**src/rtl/stage_mem_pkg.sv**
```systemverilog
// Shared constants for the memory stage: datapath widths, funct3 size
// encodings, FSM state type and the size-to-width decode helpers.
package stage_mem_pkg;

  localparam int DATA_WID = 32;
  localparam int REGS_WID = 5;
  localparam int STRB_WID = DATA_WID / 8;

  // funct3 encodings of the load/store access size
  typedef enum logic [2:0] {
    MS_LB  = 3'b000,
    MS_LH  = 3'b001,
    MS_LW  = 3'b010,
    MS_LBU = 3'b100,
    MS_LHU = 3'b101
  } mem_size_e;

  typedef enum logic {
    ST_IDLE = 1'b0,
    ST_BUSY = 1'b1
  } state_e;

  typedef enum logic [1:0] {
    W_BYTE = 2'd0,
    W_HALF = 2'd1,
    W_WORD = 2'd2
  } width_e;

  // Access width from funct3; any code outside the known set is a word.
  function automatic width_e size_width(input logic [2:0] sz);
    case (sz)
      MS_LB, MS_LBU: return W_BYTE;
      MS_LH, MS_LHU: return W_HALF;
      default:       return W_WORD;
    endcase
  endfunction

  // Only lb and lh sign-extend the loaded value.
  function automatic logic size_signed(input logic [2:0] sz);
    return (sz == MS_LB) || (sz == MS_LH);
  endfunction

endpackage

```
**src/rtl/stage_mem_if.sv**
```systemverilog
// Data-memory bus between the memory stage (master) and memory (slave).
interface stage_mem_if;
  import stage_mem_pkg::*;

  logic                bus_req;
  logic                bus_we;
  logic [DATA_WID-1:0] bus_addr;
  logic [DATA_WID-1:0] bus_wdata;
  logic [STRB_WID-1:0] bus_wstrb;
  logic [DATA_WID-1:0] bus_rdata;
  logic                bus_ack;

  modport master (
    output bus_req, bus_we, bus_addr, bus_wdata, bus_wstrb,
    input  bus_rdata, bus_ack
  );

  modport slave (
    input  bus_req, bus_we, bus_addr, bus_wdata, bus_wstrb,
    output bus_rdata, bus_ack
  );

endinterface

```
**src/rtl/lsu_align.sv**
```systemverilog
// Byte-lane steering for stores, alignment check, and load extraction with
// sign/zero extension. Purely combinational.
module lsu_align
  import stage_mem_pkg::*;
(
  input  logic [1:0]          st_off,
  input  logic [2:0]          st_size,
  input  logic [DATA_WID-1:0] st_data,
  output logic [STRB_WID-1:0] st_strb,
  output logic [DATA_WID-1:0] st_wdata,
  output logic                misaligned,
  input  logic [1:0]          ld_off,
  input  logic [2:0]          ld_size,
  input  logic [DATA_WID-1:0] ld_rdata,
  output logic [DATA_WID-1:0] ld_data
);

  logic        [DATA_WID-1:0] shifted;
  logic signed [7:0]          ld_byte;
  logic signed [15:0]         ld_half;
  logic signed [DATA_WID-1:0] sext_byte;
  logic signed [DATA_WID-1:0] sext_half;

  // Store side: strobes, lane replication and alignment fault detection
  always_comb begin
    st_strb    = '0;
    st_wdata   = st_data;
    misaligned = 1'b0;
    case (size_width(st_size))
      W_BYTE: begin
        st_strb  = STRB_WID'(1) << st_off;
        st_wdata = {STRB_WID{st_data[7:0]}};
      end
      W_HALF: begin
        st_strb    = STRB_WID'(3) << {st_off[1], 1'b0};
        st_wdata   = {(STRB_WID/2){st_data[15:0]}};
        misaligned = st_off[0];
      end
      default: begin
        st_strb    = '1;
        misaligned = |st_off;
      end
    endcase
  end

  // Load side: move the addressed lane to bit 0, then extend by size
  always_comb begin
    shifted   = ld_rdata >> {ld_off, 3'b000};
    ld_byte   = shifted[7:0];
    ld_half   = shifted[15:0];
    sext_byte = DATA_WID'(ld_byte);
    sext_half = DATA_WID'(ld_half);
    case (size_width(ld_size))
      W_BYTE:  ld_data = size_signed(ld_size) ? sext_byte : DATA_WID'(shifted[7:0]);
      W_HALF:  ld_data = size_signed(ld_size) ? sext_half : DATA_WID'(shifted[15:0]);
      // aligned words always have a zero offset, so the shift is a pass-through
      default: ld_data = shifted;
    endcase
  end

endmodule

```
**src/rtl/stage_mem.sv**
```systemverilog
// Pipeline memory stage: issues one data-bus access per load/store, stalls
// upstream while the access is outstanding, and owns the MEM/WB register.
module stage_mem
  import stage_mem_pkg::*;
(
  input  logic                clk,
  input  logic                rst,
  input  logic                in_valid,
  input  logic                mem_read,
  input  logic                mem_write,
  input  logic [2:0]          mem_size,
  input  logic [DATA_WID-1:0] addr,
  input  logic [DATA_WID-1:0] store_data,
  input  logic [REGS_WID-1:0] rd,
  input  logic                reg_write,
  stage_mem_if.master         bus,
  output logic                stall,
  output logic                misalign,
  output logic                wb_valid,
  output logic                wb_reg_write,
  output logic [REGS_WID-1:0] wb_rd,
  output logic [DATA_WID-1:0] wb_data
);

  state_e state_q, state_d;

  logic                is_mem;
  logic                mis;
  logic                take_op;
  logic                take_fault;
  logic                alu_pass;
  logic                done;
  logic                bus_req_c;

  logic [STRB_WID-1:0] st_strb;
  logic [DATA_WID-1:0] st_wdata;
  logic [DATA_WID-1:0] ld_data;

  // Request latched at acceptance; held stable for the whole bus access
  logic                we_p1;
  logic [DATA_WID-1:0] addr_p1;
  logic [DATA_WID-1:0] wdata_p1;
  logic [STRB_WID-1:0] strb_p1;
  logic [2:0]          size_p1;
  logic [REGS_WID-1:0] rd_p1;
  logic                regw_p1;

  assign is_mem = in_valid & (mem_read | mem_write);

  lsu_align u_align (
    .st_off     (addr[1:0]),
    .st_size    (mem_size),
    .st_data    (store_data),
    .st_strb    (st_strb),
    .st_wdata   (st_wdata),
    .misaligned (mis),
    .ld_off     (addr_p1[1:0]),
    .ld_size    (size_p1),
    .ld_rdata   (bus.bus_rdata),
    .ld_data    (ld_data)
  );

  assign bus.bus_req   = bus_req_c;
  assign bus.bus_we    = we_p1;
  assign bus.bus_addr  = {addr_p1[DATA_WID-1:2], 2'b00};
  assign bus.bus_wdata = wdata_p1;
  assign bus.bus_wstrb = strb_p1;

  // FSM state register; async reset drops any outstanding access at once
  always_ff @(posedge clk or posedge rst) begin
    if (rst) state_q <= ST_IDLE;
    else     state_q <= state_d;
  end

  // Next state and combinational handshake outputs (forced quiet in reset)
  always_comb begin
    state_d    = state_q;
    stall      = 1'b0;
    misalign   = 1'b0;
    bus_req_c  = 1'b0;
    take_op    = 1'b0;
    take_fault = 1'b0;
    alu_pass   = 1'b0;
    done       = 1'b0;
    if (!rst) begin
      case (state_q)
        ST_IDLE: begin
          if (is_mem && mis) begin
            misalign   = 1'b1;
            take_fault = 1'b1;
          end else if (is_mem) begin
            stall   = 1'b1;
            take_op = 1'b1;
            state_d = ST_BUSY;
          end else if (in_valid) begin
            alu_pass = 1'b1;
          end
        end
        ST_BUSY: begin
          bus_req_c = 1'b1;
          stall     = ~bus.bus_ack;
          if (bus.bus_ack) begin
            done    = 1'b1;
            state_d = ST_IDLE;
          end
        end
        default: state_d = ST_IDLE;
      endcase
    end
  end

  // ---- EX/MEM -> bus request boundary ----
  // Capture the steered request when an aligned access is accepted
  always_ff @(posedge clk or posedge rst) begin
    if (rst) begin
      we_p1    <= 1'b0;
      addr_p1  <= '0;
      wdata_p1 <= '0;
      strb_p1  <= '0;
      size_p1  <= '0;
      rd_p1    <= '0;
      regw_p1  <= 1'b0;
    end else if (take_op) begin
      we_p1    <= mem_write;
      addr_p1  <= addr;
      wdata_p1 <= st_wdata;
      strb_p1  <= st_strb;
      size_p1  <= mem_size;
      rd_p1    <= rd;
      regw_p1  <= reg_write;
    end
  end

  // ---- MEM/WB boundary ----
  // Load the writeback slot from a completed access, a fault or an ALU pass
  always_ff @(posedge clk or posedge rst) begin
    if (rst) begin
      wb_valid     <= 1'b0;
      wb_reg_write <= 1'b0;
      wb_rd        <= '0;
      wb_data      <= '0;
    end else if (done) begin
      wb_valid     <= 1'b1;
      wb_reg_write <= regw_p1 & ~we_p1;
      wb_rd        <= rd_p1;
      wb_data      <= we_p1 ? addr_p1 : ld_data;
    end else if (take_fault) begin
      wb_valid     <= 1'b1;
      wb_reg_write <= 1'b0;
      wb_rd        <= rd;
      wb_data      <= addr;
    end else if (alu_pass) begin
      wb_valid     <= 1'b1;
      wb_reg_write <= reg_write;
      wb_rd        <= rd;
      wb_data      <= addr;
    end else begin
      wb_valid     <= 1'b0;
      wb_reg_write <= 1'b0;
    end
  end

endmodule

```
**src/flat_wrapper.sv**
```systemverilog
// flat-port wrapper written by rule: the top's interface ports become plain ports
module stage_mem_flat import stage_mem_pkg::*;
  (clk, rst, in_valid, mem_read, mem_write, mem_size, addr, store_data, rd, reg_write, stall, misalign, wb_valid, wb_reg_write, wb_rd, wb_data, bus_bus_req, bus_bus_we, bus_bus_addr, bus_bus_wdata, bus_bus_wstrb, bus_bus_rdata, bus_bus_ack);
  stage_mem_if bus_i ();
  input  logic clk;
  input  logic rst;
  input  logic in_valid;
  input  logic mem_read;
  input  logic mem_write;
  input  logic [2:0] mem_size;
  input  logic [DATA_WID-1:0] addr;
  input  logic [DATA_WID-1:0] store_data;
  input  logic [REGS_WID-1:0] rd;
  input  logic reg_write;
  output logic stall;
  output logic misalign;
  output logic wb_valid;
  output logic wb_reg_write;
  output logic [REGS_WID-1:0] wb_rd;
  output logic [DATA_WID-1:0] wb_data;
  output wire logic [$bits(bus_i.bus_req)-1:0] bus_bus_req;
  output wire logic [$bits(bus_i.bus_we)-1:0] bus_bus_we;
  output wire logic [$bits(bus_i.bus_addr)-1:0] bus_bus_addr;
  output wire logic [$bits(bus_i.bus_wdata)-1:0] bus_bus_wdata;
  output wire logic [$bits(bus_i.bus_wstrb)-1:0] bus_bus_wstrb;
  input wire logic [$bits(bus_i.bus_rdata)-1:0] bus_bus_rdata;
  input wire logic [$bits(bus_i.bus_ack)-1:0] bus_bus_ack;
  assign bus_bus_req = bus_i.bus_req;
  assign bus_bus_we = bus_i.bus_we;
  assign bus_bus_addr = bus_i.bus_addr;
  assign bus_bus_wdata = bus_i.bus_wdata;
  assign bus_bus_wstrb = bus_i.bus_wstrb;
  assign bus_i.bus_rdata = bus_bus_rdata;
  assign bus_i.bus_ack = bus_bus_ack;
  stage_mem u_core (.clk(clk), .rst(rst), .in_valid(in_valid), .mem_read(mem_read), .mem_write(mem_write), .mem_size(mem_size), .addr(addr), .store_data(store_data), .rd(rd), .reg_write(reg_write), .bus(bus_i), .stall(stall), .misalign(misalign), .wb_valid(wb_valid), .wb_reg_write(wb_reg_write), .wb_rd(wb_rd), .wb_data(wb_data));
endmodule
```
**config.mk**
```make
export PLATFORM = sky130hd
export DESIGN_NAME = stage_mem_flat
export DESIGN_NICKNAME = d
export VERILOG_FILES = /design/src/rtl/stage_mem_pkg.sv /design/src/rtl/stage_mem_if.sv /design/src/rtl/lsu_align.sv /design/src/rtl/stage_mem.sv /design/src/flat_wrapper.sv
export SDC_FILE = /design/constraint.sdc
export NUM_CORES = 1
export LEC_CHECK = 0
export BUFFER_PORTS_ARGS = -buffer_cell sky130_fd_sc_hd__buf_2
export CAP_MARGIN = 30
export CORE_UTILIZATION = 51
export DETAILED_ROUTE_END_ITERATION = 7
export PLACE_DENSITY = 0.92
export SYNTH_ARGS = -nofsm -noshare
export SYNTH_HDL_FRONTEND = slang
export SYNTH_SLANG_ARGS = --single-unit
```
**constraint.sdc**
```tcl
create_clock -name clk -period 5.7 [get_ports clk]
set_clock_uncertainty 0.2 [all_clocks]
set_input_delay 1.14 -clock clk [delete_from_list [all_inputs] [get_ports clk]]
set_output_delay 1.14 -clock clk [all_outputs]
set_load 0.05 [all_outputs]
```
After elaboration in Yosys (flattened, before gate mapping)
Cells that the tools add are included.
{"block": "totals", "register_bits": 118, "out_inout_bits": 111}
{"block": "classes", "shifts": 3, "eq_ne": 8, "mux": 42, "reduce_logical": 12, "bitwise": 6}
{"cell": "32-bit two-way mux", "n": 6}
{"cell": "32-bit case mux with 2 select lines", "n": 2}
{"cell": "32-bit by 5-bit >> shifter with 32-bit output", "n": 1}
{"cell": "1-bit two-way mux", "n": 25}
{"cell": "5-bit two-way mux", "n": 3}
{"cell": "3-bit equality test, second input constant", "n": 4}
{"cell": "2-bit OR reduction", "n": 5}
{"cell": "2-bit case mux with 2 select lines", "n": 2}
{"cell": "4-bit case mux with 2 select lines", "n": 1}
{"cell": "3-bit by 1-bit equality test with 1-bit output, second input constant", "n": 2}
{"cell": "3-bit logical NOT", "n": 2}
{"cell": "1-bit case mux with 2 select lines", "n": 3}
{"cell": "2-bit by 1-bit equality test with 1-bit output, second input constant", "n": 2}
{"cell": "2-bit logical NOT", "n": 2}
{"cell": "1-bit by 2-bit << shifter with 4-bit output, first input constant", "n": 1}
{"cell": "2-bit by 2-bit << shifter with 4-bit output, first input constant", "n": 1}
{"cell": "1-bit inverter", "n": 3}
{"cell": "3-bit nonzero test", "n": 1}
{"cell": "1-bit AND", "n": 2}
{"cell": "1-bit logical AND", "n": 1}
{"cell": "1-bit logical OR", "n": 1}
{"cell": "1-bit bitwise OR", "n": 1}

Depth between registers and ports, before layout
Gate-level depths: netlist of the first run.
{"block": "logic_depth", "ltp_word": 12, "mapped_depth": 8, "mapped_depth_nobuf": 5}

Modules after synthesis
Synthesis of the first run repeated with hierarchy kept, for this count alone.
{"block": "unflattened", "cells_unflattened": 627, "hier_area_um2": 6690.2}
{"mod": "stage_mem", "area_each_um2": 5456.5, "n_inst": 1, "seq_area_each_um2": 2952.8, "cells_per_inst": 462}
{"mod": "lsu_align", "area_each_um2": 1233.7, "n_inst": 1, "seq_area_each_um2": 0.0, "cells_per_inst": 165}

Worst setup path after synthesis of the first run
OpenSTA, ideal clock, no wires.
{"block": "synth_timing", "kind": "input -> register", "startpoint": "in rst", "endpoint": "reg u_core.wb_data[0]", "arrival_time_ns": 4.976, "path_stages": 5, "setup_slack_ns": 0.400, "setup_time_ns": 0.125, "path_buffers": 0, "cell_sequence": "inv_1 > o21ai_0 > and2_4 > inv_2 > mux2_2"}
{"block": "synth_via", "elab_chain_len": 3, "word_cells_on_any_way": 6}
{"element": "start: declaration", "line": "flat_wrapper.sv:6", "rtl": "input logic rst;"}
{"element": "1-bit two-way mux", "line": "stage_mem.sv:85", "rtl": "if (!rst) begin"}
{"element": "32-bit two-way mux", "line": "stage_mem.sv:147", "rtl": "end else if (take_fault) begin"}
{"element": "32-bit two-way mux", "line": "stage_mem.sv:142", "rtl": "end else if (done) begin"}
{"element": "end signal: assignment", "line": "stage_mem.sv:146", "rtl": "wb_data <= we_p1 ? addr_p1 : ld_data;"}
{"element": "end signal: assignment", "line": "stage_mem.sv:151", "rtl": "wb_data <= addr;"}
{"element": "end signal: assignment", "line": "stage_mem.sv:156", "rtl": "wb_data <= addr;"}
{"element": "end: declaration", "line": "stage_mem.sv:22", "rtl": "output logic [DATA_WID-1:0] wb_data"}
Several ways; a longest one is shown, not always the timed one.
A chain may end at the register's enable or synchronous reset.

Worst setup path after layout of the first run
{"block": "layout_timing", "startpoint": "in mem_size[1]", "endpoint": "out misalign"}
{"block": "layout_via", "elab_chain_len": 9, "word_cells_on_any_way": 14}
{"element": "start: declaration", "line": "flat_wrapper.sv:10", "rtl": "input logic [2:0] mem_size;"}
{"element": "3-bit by 1-bit equality test with 1-bit output (tied with other cells)", "line": "stage_mem_pkg.sv:31", "rtl": "case (sz)"}
{"element": "2-bit OR reduction", "line": "stage_mem_pkg.sv:31"}
{"element": "2-bit case mux with 2 select lines (*)", "line": "stage_mem_pkg.sv:31"}
{"element": "2-bit by 1-bit equality test with 1-bit output or 2-bit logical NOT (tied branches)", "line": "lsu_align.sv:29", "rtl": "case (size_width(st_size))"}
{"element": "1-bit case mux with 2 select lines (*)", "line": "lsu_align.sv:29"}
{"element": "1-bit logical AND (*)", "line": "stage_mem.sv:88", "rtl": "if (is_mem && mis) begin"}
{"element": "1-bit two-way mux (*)", "line": "stage_mem.sv:88"}
{"element": "1-bit two-way mux (*)", "line": "stage_mem.sv:86", "rtl": "case (state_q)"}
{"element": "1-bit two-way mux (*)", "line": "stage_mem.sv:85"}
{"element": "end: declaration", "line": "flat_wrapper.sv:16", "rtl": "output logic misalign;"}
Every way passes the cells marked *; elsewhere a longest branch is shown, timed or not.

==> impl_metrics.json, run 1 <==
{
  "status": "finished clean",
  "yosysTopAreaCell": "dfrtp_1",
  "grt_pass1_wl_mm": 29.1,
  "synth.top_cell.area_share_pct": 46.0,
  "max_slew_margin_pct": 43.8,
  "seqPwrFrac_pct": 29.7,
  "synth.distinct_cells": 43,
  "cts-resized-gates": 0,
  "diodes": 0,
  "drtPass1Iterations": 5,
  "grt_pass1_vias": 5695,
  "synth_area_leaders": "dfrtp_1 46%, mux2_2 10%, mux2i_1 7.2%",
  "crit_slowest_cell": "or4_1",
  "rsz0062_at_grt": "no",
  "synth.most_common_cell": "dfrtp_1",
  "numCtsBuffers": 17,
  "ys_seq_area_share_pct": 46.0,
  "finalSetupTns_ns": 0,
  "area_delta_synth_final_pct": 25.4,
  "async_flop_share_pct": 100,
  "syn_inst": 625,
  "place_area_um2": 7430,
  "die_area_um2": 13000,
  "core_um2": 12200,
  "wl_per_cell_um": 18.9,
  "path_class": "in -> out",
  "io_pins": 222,
  "synth-main-ff-cell": "dfrtp_1",
  "root_buffer": "clkbuf_16",
  "max_freq_ghz": 0.228,
  "period_share_pct": 77.0,
  "cts_sinks": 118,
  "cts_max_level": 4,
  "synthSimpleGateAreaFrac_pct": 10.2,
  "hold_violations": 0,
  "ys_ff_latch": 118,
  "cpMostUsedCell": "buf_2",
  "p_sw_mw": 2.02,
  "final_area_um2": 8050,
  "crit_chain": "buf_2 -> a21oi_1 -> or4_1 -> buf_4 -> inv_1 -> buf_2",
  "synth_edf_count": 0,
  "antenna_left": 0,
  "row_count": 40,
  "vias": 5728,
  "synth_adder_area_share_pct": 0,
  "tritoncts": "done",
  "cp_max_fo": 33,
  "drc": 0,
  "ys.warnings.count": 0,
  "io_buffers": 219,
  "grtUsageTotal_pct": 29.4,
  "avgSynthCellArea_um2": 10.3,
  "clkPwrFrac_pct": 25.0,
  "report.final.slew_viol_count": 0,
  "startpoint_type": "input port",
  "synth_common_cells": "118 x dfrtp_1, 70 x o21ai_0, 66 x nand2_1",
  "drt-initial-drc-count": 493,
  "nets": 905,
  "setup_viol": 0,
  "start_util_pct": 52.8,
  "route.final.wire_length_mm": 18.4,
  "ctsHoldBuffers": 0,
  "antenna_found_initial": 0,
  "synth.mux.area_fraction_pct": 19.6,
  "worst_pin_slew_ns": 0.843,
  "ir_worst_vdd_mv": 0.312,
  "grt_start_max_net_pins": 74,
  "slowest_delay_ns": 0.57,
  "power.share.switching_pct": 45.7,
  "synth_compound_area_share_pct": 16.5,
  "dpl.hpwl_mm": 12.9,
  "power_density_nw_per_um2": 549,
  "path_clk_slew_ns": 0.05,
  "vias_per_cell": 5.87,
  "insertion_delay_ns": 0.41,
  "synth_top_family_by_area": "multiplexers",
  "hold_class": "reg -> reg",
  "die_x_um": 114,
  "post_cts_buffers": 0,
  "timing.final.crit_period_ns": 4.39,
  "max-cap-violations": 0,
  "intPower_mw": 2.40,
  "cts_buffer_depth": 2,
  "drive_gt1_share_pct": 43.0,
  "crit_path_end_kind": "output port",
  "gp_congestion": 0.851,
  "comb_power_share_pct": 45.3,
  "die_y_um": 114,
  "grt-ovfl-total": 0,
  "cp.required_ns": 4.36,
  "synth.cell_area_um2": 6420,
  "power.leakage_nw": 3.96,
  "synthXorXnorAreaFrac_pct": 0,
  "worstPathArrival_ns": 3.05
}
-- path summary, 6_finish.rpt --
path / startpoint / to / slack (ns) / cells after the start
worst max-delay path: mem_size[1] / misalign / 1.31 / 6
worst min-delay path: u_core.bus.bus_wdata[17] / u_core.bus.bus_wdata[17] / 0.27 / 2
worst max register to register: u_core.state_q / u_core.wb_data[1] / 2.83 / 6
worst min register to register: u_core.bus.bus_wdata[17] / u_core.bus.bus_wdata[17] / 0.27 / 2
max in group asynchronous: rst / u_core.wb_data[1] / 3.33 / 3
min in group asynchronous: rst / u_core.bus.bus_wstrb[0] / 0.72 / 2
-- flip-flops by register name, summed over array words and instances, names as in the netlist, 3 cells and up --
signal / count
u_core.rd_p1: 5
u_core.size_p1: 3
u_core.wb_rd: 5
u_core.bus.bus_wstrb: 4
u_core.bus.bus_wdata: 32
u_core.addr_p1: 32
u_core.wb_data: 32
-- area by class of cell --
type	instances	area [um^2]
inverter	6	25.0
multi-input combinational	419	3020
sequential	118	2950
fill	977	4110
clock buffer	24	492
clock inverter	8	120
timing repair buffer	232	1230
tap	168	210
-- worst max-delay path: cells and delay by family --
family	cells	cell delay (ns)
buffers and inverters	4	1.13
and+or+nand+nor	1	0.57
AOI/OAI and AO/OA	1	0.20
-- metrics by stage --
step	setup WS (ns)	hold slack, ns	util [%]	power [mW]	instances
5_1_grt	1.23	0.309	66.2	4.62	975
2_1_floorplan	0.400	0.270	-	2.89	626
6_report	1.31	0.275	66.2	4.42	975
4_1_cts	1.34	0.278	66.1	4.42	974
3_3_place_gp	1.39	0.256	60.5	3.24	938
3_5_place_dp	1.34	0.266	61.1	3.31	942
-- metal layers --
| layer | up-vias | global-route usage, % | part of all wire, % |
|---|---|---|---|
| met1 | 2798 | 34.6 | 40 |
| met2 | 316 | 50.5 | 50 |
| met5 | - | 0 | 0 |
| met3 | 47 | 8.10 | 7.3 |
| met4 | 0 | 12.6 | 2.9 |
| li1 | 2567 | - | - |
-- power by group through the flow --
| stage | logic [mW] | clock network [mW] | registers (mW) |
|---|---|---|---|
| 6_report | 2.00 | 1.11 | 1.31 |
| 2_1_floorplan | 0.980 | 0 | 1.91 |
| 3_5_place_dp | 2.00 | 0 | 1.31 |
| 3_3_place_gp | 1.94 | 0 | 1.31 |
| 4_1_cts | 2.00 | 1.11 | 1.31 |
| 5_1_grt | 2.12 | 1.16 | 1.35 |
-- kinds of logic (layout without fill, tap and decap cells) --
group,Yosys count,after routing
AO/OA/AOI/OAI,162,162
buffers and inverters,89,270
flip-flops,118,118
multiplexers,111,111
other,1,2
AND/OR/NAND/NOR,144,144
-- cells in the final DEF (no fill, tap or decap), types with 3 or more instances in the layout --
cell type / synthesis / final
bufinv_16: 0 / 3
mux4_2: 6 / 6
nor2b_1: 5 / 5
o221ai_1: 15 / 14
mux2_2: 59 / 59
o2bb2ai_1: 7 / 7
buf_2: 12 / 219
a21oi_1: 34 / 34
nand2b_1: 3 / 3
nand3_1: 32 / 32
inv_1: 5 / 4
a31oi_1: 8 / 8
clkinv_2: 0 / 3
clkbuf_1: 33 / 3
nand2_1: 66 / 66
mux2i_1: 46 / 46
o21ai_0: 70 / 69
dfrtp_1: 118 / 118
buf_4: 32 / 11
a21o_1: 9 / 9
nor2_1: 21 / 21
o221ai_2: 10 / 10
clkbuf_16: 0 / 17
clkbuf_8: 0 / 4
(Power assumes the default switching activity.)
==> run 2, diff against run 1 <==
--- a/config.mk
+++ b/config.mk
@@ -5,11 +5,12 @@
 export SDC_FILE = /design/constraint.sdc
 export NUM_CORES = 1
 export LEC_CHECK = 0
+export ABC_AREA = 1
 export BUFFER_PORTS_ARGS = -buffer_cell sky130_fd_sc_hd__buf_2
 export CAP_MARGIN = 30
-export CORE_UTILIZATION = 51
+export CORE_UTILIZATION = 46
 export DETAILED_ROUTE_END_ITERATION = 7
-export PLACE_DENSITY = 0.92
+export PLACE_DENSITY = 0.88
 export SYNTH_ARGS = -nofsm -noshare
 export SYNTH_HDL_FRONTEND = slang
 export SYNTH_SLANG_ARGS = --single-unit
==> constraint.sdc (replaced) <==
create_clock -name clk -period 4 [get_ports clk]
set_clock_uncertainty 0.2 [all_clocks]
set_input_delay 0.8 -clock clk [delete_from_list [all_inputs] [get_ports clk]]
set_output_delay 0.8 -clock clk [all_outputs]
set_load 0.05 [all_outputs]
==> run 2 against run 1 <==
Effect of this change: utilization shrank 8.4 points; count of clock-buffer cells in the layout fell by 2; clock power grew 50%; sequential share of layout area grew 0.29 points; critical endpoint unchanged; largest power group unchanged; highest routed layer unchanged.
==> impl_metrics.json, run 2 <==
{
  "ys_ff_latch": 118,
  "yosysTopAreaCell": "dfrtp_1",
  "p_total_mw": 6.24,
  "clkPwrFrac_pct": 26.8,
  "post_cts_buffers": 0,
  "crit_chain": "buf_2 -> nand2_1 -> nand2_1 -> nand2_4 -> nor2_2 -> buf_2",
  "gp_congestion": 0.959,
  "syn_inst": 881,
  "setup_viol": 0,
  "io_pins": 222,
  "max-cap-violations": 0,
  "grt-ovfl-total": 0,
  "worst_pin_slew_ns": 0.999,
  "final_util_pct": 57.8,
  "die_x_um": 121,
  "area_delta_synth_final_pct": 22.6,
  "start_util_pct": 47.1,
  "most-common-layout-cells": "231 x nand2_1, 219 x buf_2, 151 x nor2_1",
  "grt_start_max_net_pins": 71,
  "wl_per_cell_um": 15.8,
  "max_freq_ghz": 0.334,
  "synth_common_cells": "232 x nand2_1, 151 x nor2_1, 118 x dfrtp_1",
  "power.leakage_nw": 4.26,
  "die_area_um2": 14600,
  "hold_violations": 0,
  "slowest_delay_ns": 0.39,
  "vias": 6464,
  "drc": 0,
  "antenna_left": 0,
  "report.final.slew_viol_count": 0,
  "die_y_um": 121,
  "tritoncts": "done",
  "drive_gt1_share_pct": 26.9,
  "path_class": "in -> out",
  "finalWorstSetupSlack_ns": 1.01,
  "mostFrequentLayoutCell": "nand2_1",
  "synth.most_common_cell": "nand2_1",
  "hold_class": "in -> async",
  "ir_worst_vdd_mv": 0.449,
  "crit_path_end_kind": "output port",
  "startpoint_type": "input port",
  "intPower_mw": 3.33,
  "synth.top_cell.area_share_pct": 45.3,
  "crit_slowest_cell": "buf_2",
  "grt_pass1_vias": 6169,
  "power_density_nw_per_um2": 782,
  "seqPwrFrac_pct": 29.8,
  "status": "finished clean",
  "cts_sinks": 118,
  "cts_buffer_depth": 2,
  "synth_area_leaders": "dfrtp_1 45%, nand2_1 13%, nor2_1 8.7%",
  "cts_max_level": 4,
  "worstPathArrival_ns": 1.99,
  "rsz0062_at_grt": "no",
  "route.final.wire_length_mm": 19.6,
  "dpl.hpwl_mm": 13.9,
  "core_um2": 13800,
  "cp.required_ns": 3.00,
  "p_sw_mw": 2.91,
  "insertion_delay_ns": 0.42,
  "synth.cell_area_um2": 6510,
  "max_slew_margin_pct": 33.2,
  "synth.distinct_cells": 29,
  "power.share.switching_pct": 46.6,
  "dp_slack_ns": 1.05,
  "ctsHoldBuffers": 0,
  "comb_power_share_pct": 43.5,
  "synth-main-ff-cell": "dfrtp_1",
  "io_buffers": 219,
  "finalSetupTns_ns": 0,
  "grt_pass1_wl_mm": 31.3,
  "grtUsageTotal_pct": 28.1,
  "ys.warnings.count": 0,
  "nets": 1156,
  "cp_max_fo": 26,
  "cts-resized-gates": 0,
  "period_share_pct": 74.8,
  "async_flop_share_pct": 100,
  "vias_per_cell": 5.22,
  "path_clk_slew_ns": 0.05,
  "numCtsBuffers": 17,
  "ys_seq_area_share_pct": 45.3,
  "drt-initial-drc-count": 545,
  "row_count": 43,
  "synth_edf_count": 0,
  "root_buffer": "clkbuf_16",
  "drtPass1Iterations": 5,
  "antenna_found_initial": 0,
  "timing.final.crit_period_ns": 2.99,
  "avgSynthCellArea_um2": 7.39
}
==> run 2: final cells by class <==
| cell class | count | area (um^2) |
|---|---|---|
| Fill cell | 1273 | 5840 |
| Sequential cell | 118 | 2950 |
| Multi-Input combinational cell | 627 | 2800 |
| Timing Repair Buffer | 228 | 1160 |
| Clock buffer | 22 | 464 |
| Tap cell | 180 | 225 |
| Inverter | 53 | 208 |
| Clock inverter | 9 | 174 |
| Antenna cell | 1 | 2.50 |
==> run 2: metal layers <==
layer / wire length, um / global-route usage [%] / up-vias
met5: 0 / 0 / -
met2: 9390 / 46.0 / 319
met4: 512 / 11.9 / 0
met3: 1650 / 7.75 / 42
li1: - / - / 3126
met1: 8070 / 34.7 / 2977
==> run 2: power groups by stage <==
| stage | Sequential [mW] | Clock (mW) | Combinational [mW] |
|---|---|---|---|
| floorplan | 2.66 | 0 | 1.37 |
| global placement | 1.85 | 0 | 2.68 |
| detailed placement | 1.86 | 0 | 2.72 |
| CTS | 1.85 | 1.69 | 2.73 |
| global route | 1.90 | 1.75 | 2.91 |
| finish | 1.86 | 1.67 | 2.71 |
==> run 2: worst paths after layout <==
path	start	endpoint	slack [ns]	cells after the start
worst max-delay path	mem_size[1]	misalign	1.01	6
worst min-delay path	rst	u_core.state_q	0.12	2
worst max register to register	u_core.addr_p1[0]	u_core.wb_data[27]	1.14	7
worst min register to register	u_core.wb_data[5]	u_core.wb_data[5]	0.28	2
max in group asynchronous	rst	u_core.wb_data[24]	2.47	3
min in group clk	u_core.wb_data[5]	u_core.wb_data[5]	0.28	2
==> run 2: kinds of logic (layout without fill, tap and decap cells) <==
group | count (synthesis) | in the layout | synth area share [%]
AND/OR/NAND/NOR | 461 | 461 | 28.9
other | 1 | 3 | 0.0576
buffers and inverters | 137 | 312 | 12.0
AO/OA/AOI/OAI | 164 | 164 | 13.7
flip-flops | 118 | 118 | 45.3
==> run 2: worst max-delay path: cells and delay by family <==
| family | cells | cell delay (ns) |
|---|---|---|
| simple gates | 4 | 0.48 |
| buf+inv | 2 | 0.70 |
==> run 2: stage by stage <==
step | cell area, um^2 | instances | hold slack (ns)
2_1_floorplan | 6520 | 882 | 0.256
3_3_place_gp | 7350 | 1206 | 0.261
3_5_place_dp | 7350 | 1206 | 0.265
4_1_cts | 7980 | 1237 | 0.0997
5_1_grt | 7980 | 1237 | 0.107
6_report | 7990 | 1238 | 0.118
==> run 3, diff against run 2 <==
--- a/config.mk
+++ b/config.mk
@@ -8,9 +8,9 @@
 export ABC_AREA = 1
 export BUFFER_PORTS_ARGS = -buffer_cell sky130_fd_sc_hd__buf_2
 export CAP_MARGIN = 30
-export CORE_UTILIZATION = 46
+export CORE_UTILIZATION = 51
 export DETAILED_ROUTE_END_ITERATION = 7
-export PLACE_DENSITY = 0.88
+export PLACE_DENSITY = 0.92
 export SYNTH_ARGS = -nofsm -noshare
 export SYNTH_HDL_FRONTEND = slang
 export SYNTH_SLANG_ARGS = --single-unit
==> constraint.sdc (replaced) <==
create_clock -name clk -period 3.1 [get_ports clk]
set_clock_uncertainty 0.2 [all_clocks]
set_input_delay 0.62 -clock clk [delete_from_list [all_inputs] [get_ports clk]]
set_output_delay 0.62 -clock clk [all_outputs]
set_load 0.05 [all_outputs]
==> run 3 against run 2 <==
Effect of this change: global-route usage increased by 2.5 points; final cell count decreased by 0.40%; count of clock-buffer cells in the layout increased by 1; register-to-register slack got worse by 0.33 ns; cell area increased by 0.14%; non-clock buffer count increased by 7; utilization increased by 7.7 points; clock power increased by 20%; power increased by 27%; combinational power increased by 32%; sequential cell count unchanged; largest cell class unchanged; highest routed layer unchanged.
==> impl_metrics.json, run 3 (same netlist as run 2, synthesis figures left out) <==
{
  "status": "finished clean",
  "nets": 1163,
  "place_area_um2": 7400,
  "hold_class": "in -> reg",
  "clkPwrFrac_pct": 25.3,
  "path_depth": 6,
  "r2r_end": "u_core.wb_data[30]",
  "grt_start_max_net_pins": 61,
  "drive_gt1_share_pct": 27.4,
  "gp_congestion": 0.919,
  "core_um2": 12200,
  "cts-resized-gates": 0,
  "r2r_slack_ns": 0.81,
  "start_util_pct": 53.3,
  "grt_pass1_vias": 6204,
  "layoutNonFillerInstCount": 1233,
  "die_area_um2": 13200,
  "die_y_um": 115,
  "comb_power_share_pct": 45.1,
  "crit_slowest_cell": "dfrtp_1",
  "seqPwrFrac_pct": 29.6,
  "diodes": 0,
  "vias": 6559,
  "route.final.wire_length_mm": 19.4,
  "finalSetupTns_ns": 0,
  "wl_per_cell_um": 15.7,
  "crit_path_end_kind": "output port",
  "power.leakage_nw": 4.28,
  "worstReg2RegStart": "u_core.addr_p1[1]",
  "drtPass1Iterations": 6,
  "crit_buf_inv": 1,
  "io_buffers": 219,
  "worstPathArrival_ns": 1.70,
  "worst_r2r_path_depth": 6,
  "cts_sinks": 118,
  "root_buffer": "clkbuf_16",
  "dpl.hpwl_mm": 13.9,
  "path_clk_slew_ns": 0.05,
  "cts_max_level": 4,
  "power.share.switching_pct": 47.3,
  "hold-worst-slack_ns": 0.208,
  "max_freq_ghz": 0.397,
  "final_util_pct": 65.5,
  "slowest_delay_ns": 0.39,
  "tritoncts": "done",
  "hold_violations": 0,
  "ir_worst_vdd_mv": 0.491,
  "p_total_mw": 7.93,
  "row_count": 40,
  "cp-endpoint": "stall",
  "cp_max_fo": 4,
  "insertion_delay_ns": 0.42,
  "io_pins": 222,
  "rsz0062_at_grt": "no",
  "dp_slack_ns": 0.576,
  "worst_pin_slew_ns": 0.754,
  "ctsHoldBuffers": 0,
  "startpoint_type": "flop",
  "max-cap-violations": 0,
  "period_share_pct": 81.4,
  "most-common-layout-cells": "231 x nand2_1, 219 x buf_2, 151 x nor2_1",
  "drt-initial-drc-count": 719,
  "antenna_left": 0,
  "finalWorstSetupSlack_ns": 0.578,
  "setup_viol": 0,
  "p_sw_mw": 3.75,
  "numCtsBuffers": 17,
  "grtUsageTotal_pct": 30.6,
  "critPathLaunch": "u_core.state_q",
  "timing.final.crit_period_ns": 2.52,
  "final_area_um2": 8000,
  "crit_chain": "nor2_1 -> nand2_1 -> nor2_1 -> nand2_4 -> nand2_1 -> buf_2",
  "die_x_um": 115,
  "drc": 0,
  "grt_pass1_wl_mm": 30.7,
  "cp.required_ns": 2.28,
  "antenna_found_initial": 0,
  "mostFrequentLayoutCell": "nand2_1",
  "crit_family": "simple AND/OR/NAND/NOR gates",
  "power_density_nw_per_um2": 992,
  "vias_per_cell": 5.32,
  "dp_cells": 1201,
  "cts_buffer_depth": 2,
  "post_cts_buffers": 0,
  "grt-ovfl-total": 0,
  "report.final.slew_viol_count": 0,
  "intPower_mw": 4.18,
  "max_slew_margin_pct": 49.8,
  "area_delta_synth_final_pct": 22.8,
  "path_class": "reg -> out"
}
==> run 3: cell count changes in the layout (fill, tap and decap cells not counted) <==
cell	before	now
buf_12	0	1
buf_4	9	15
bufinv_16	5	3
clkbuf_8	2	3
clkinv_2	3	5
diode_2	1	0
==> run 3: how the worst min path moves through the flow <==
stage                              endpoint                    start  cells past startpoint  slack (ns)
floorplan                    u_core.regw_p1           u_core.regw_p1                      2        0.26
global placement    u_core.bus.bus_wdata[6]  u_core.bus.bus_wdata[6]                      2        0.26
detailed placement        u_core.wb_data[5]        u_core.wb_data[5]                      2        0.26
CTS                       u_core.size_p1[2]              mem_size[2]                      3        0.19
global route              u_core.addr_p1[6]                  addr[6]                      3        0.22
finish                    u_core.size_p1[2]              mem_size[2]                      3        0.21
==> run 3: area by class of cell <==
cell class	instances	area [um^2]
Multi-Input combinational cell	627	2800
Tap cell	168	210
Timing Repair Buffer	235	1230
Inverter	53	208
Clock inverter	9	124
Sequential cell	118	2950
Fill cell	1082	4210
Clock buffer	23	478
==> run 3: per-layer routing <==
layer / part of all wire (%) / vias to the layer above / GRT usage [%]
met5: 0 / - / 0
met4: 2.7 / 0 / 11.8
met3: 8.8 / 57 / 8.22
met2: 49 / 374 / 52.0
met1: 40 / 3001 / 37.0
li1: - / 3127 / -
==> run 3: power by group through the flow <==
stage | clock network [mW] | logic [mW] | registers (mW)
after global routing | 2.11 | 3.82 | 2.40
after detailed placement | 0 | 3.58 | 2.35
after global placement | 0 | 3.51 | 2.35
after floorplan | 0 | 1.77 | 3.43
after CTS | 2.03 | 3.58 | 2.35
final | 2.01 | 3.57 | 2.35
==> run 3: worst reg2reg max path, cell delays in order, from the launching register on <==
cell     delay (ns)
dfrtp_1        0.59
inv_1          0.33
nand3_1        0.19
nand3_1        0.39
nand3_1        0.32
nand2_1        0.08
a21oi_1        0.12
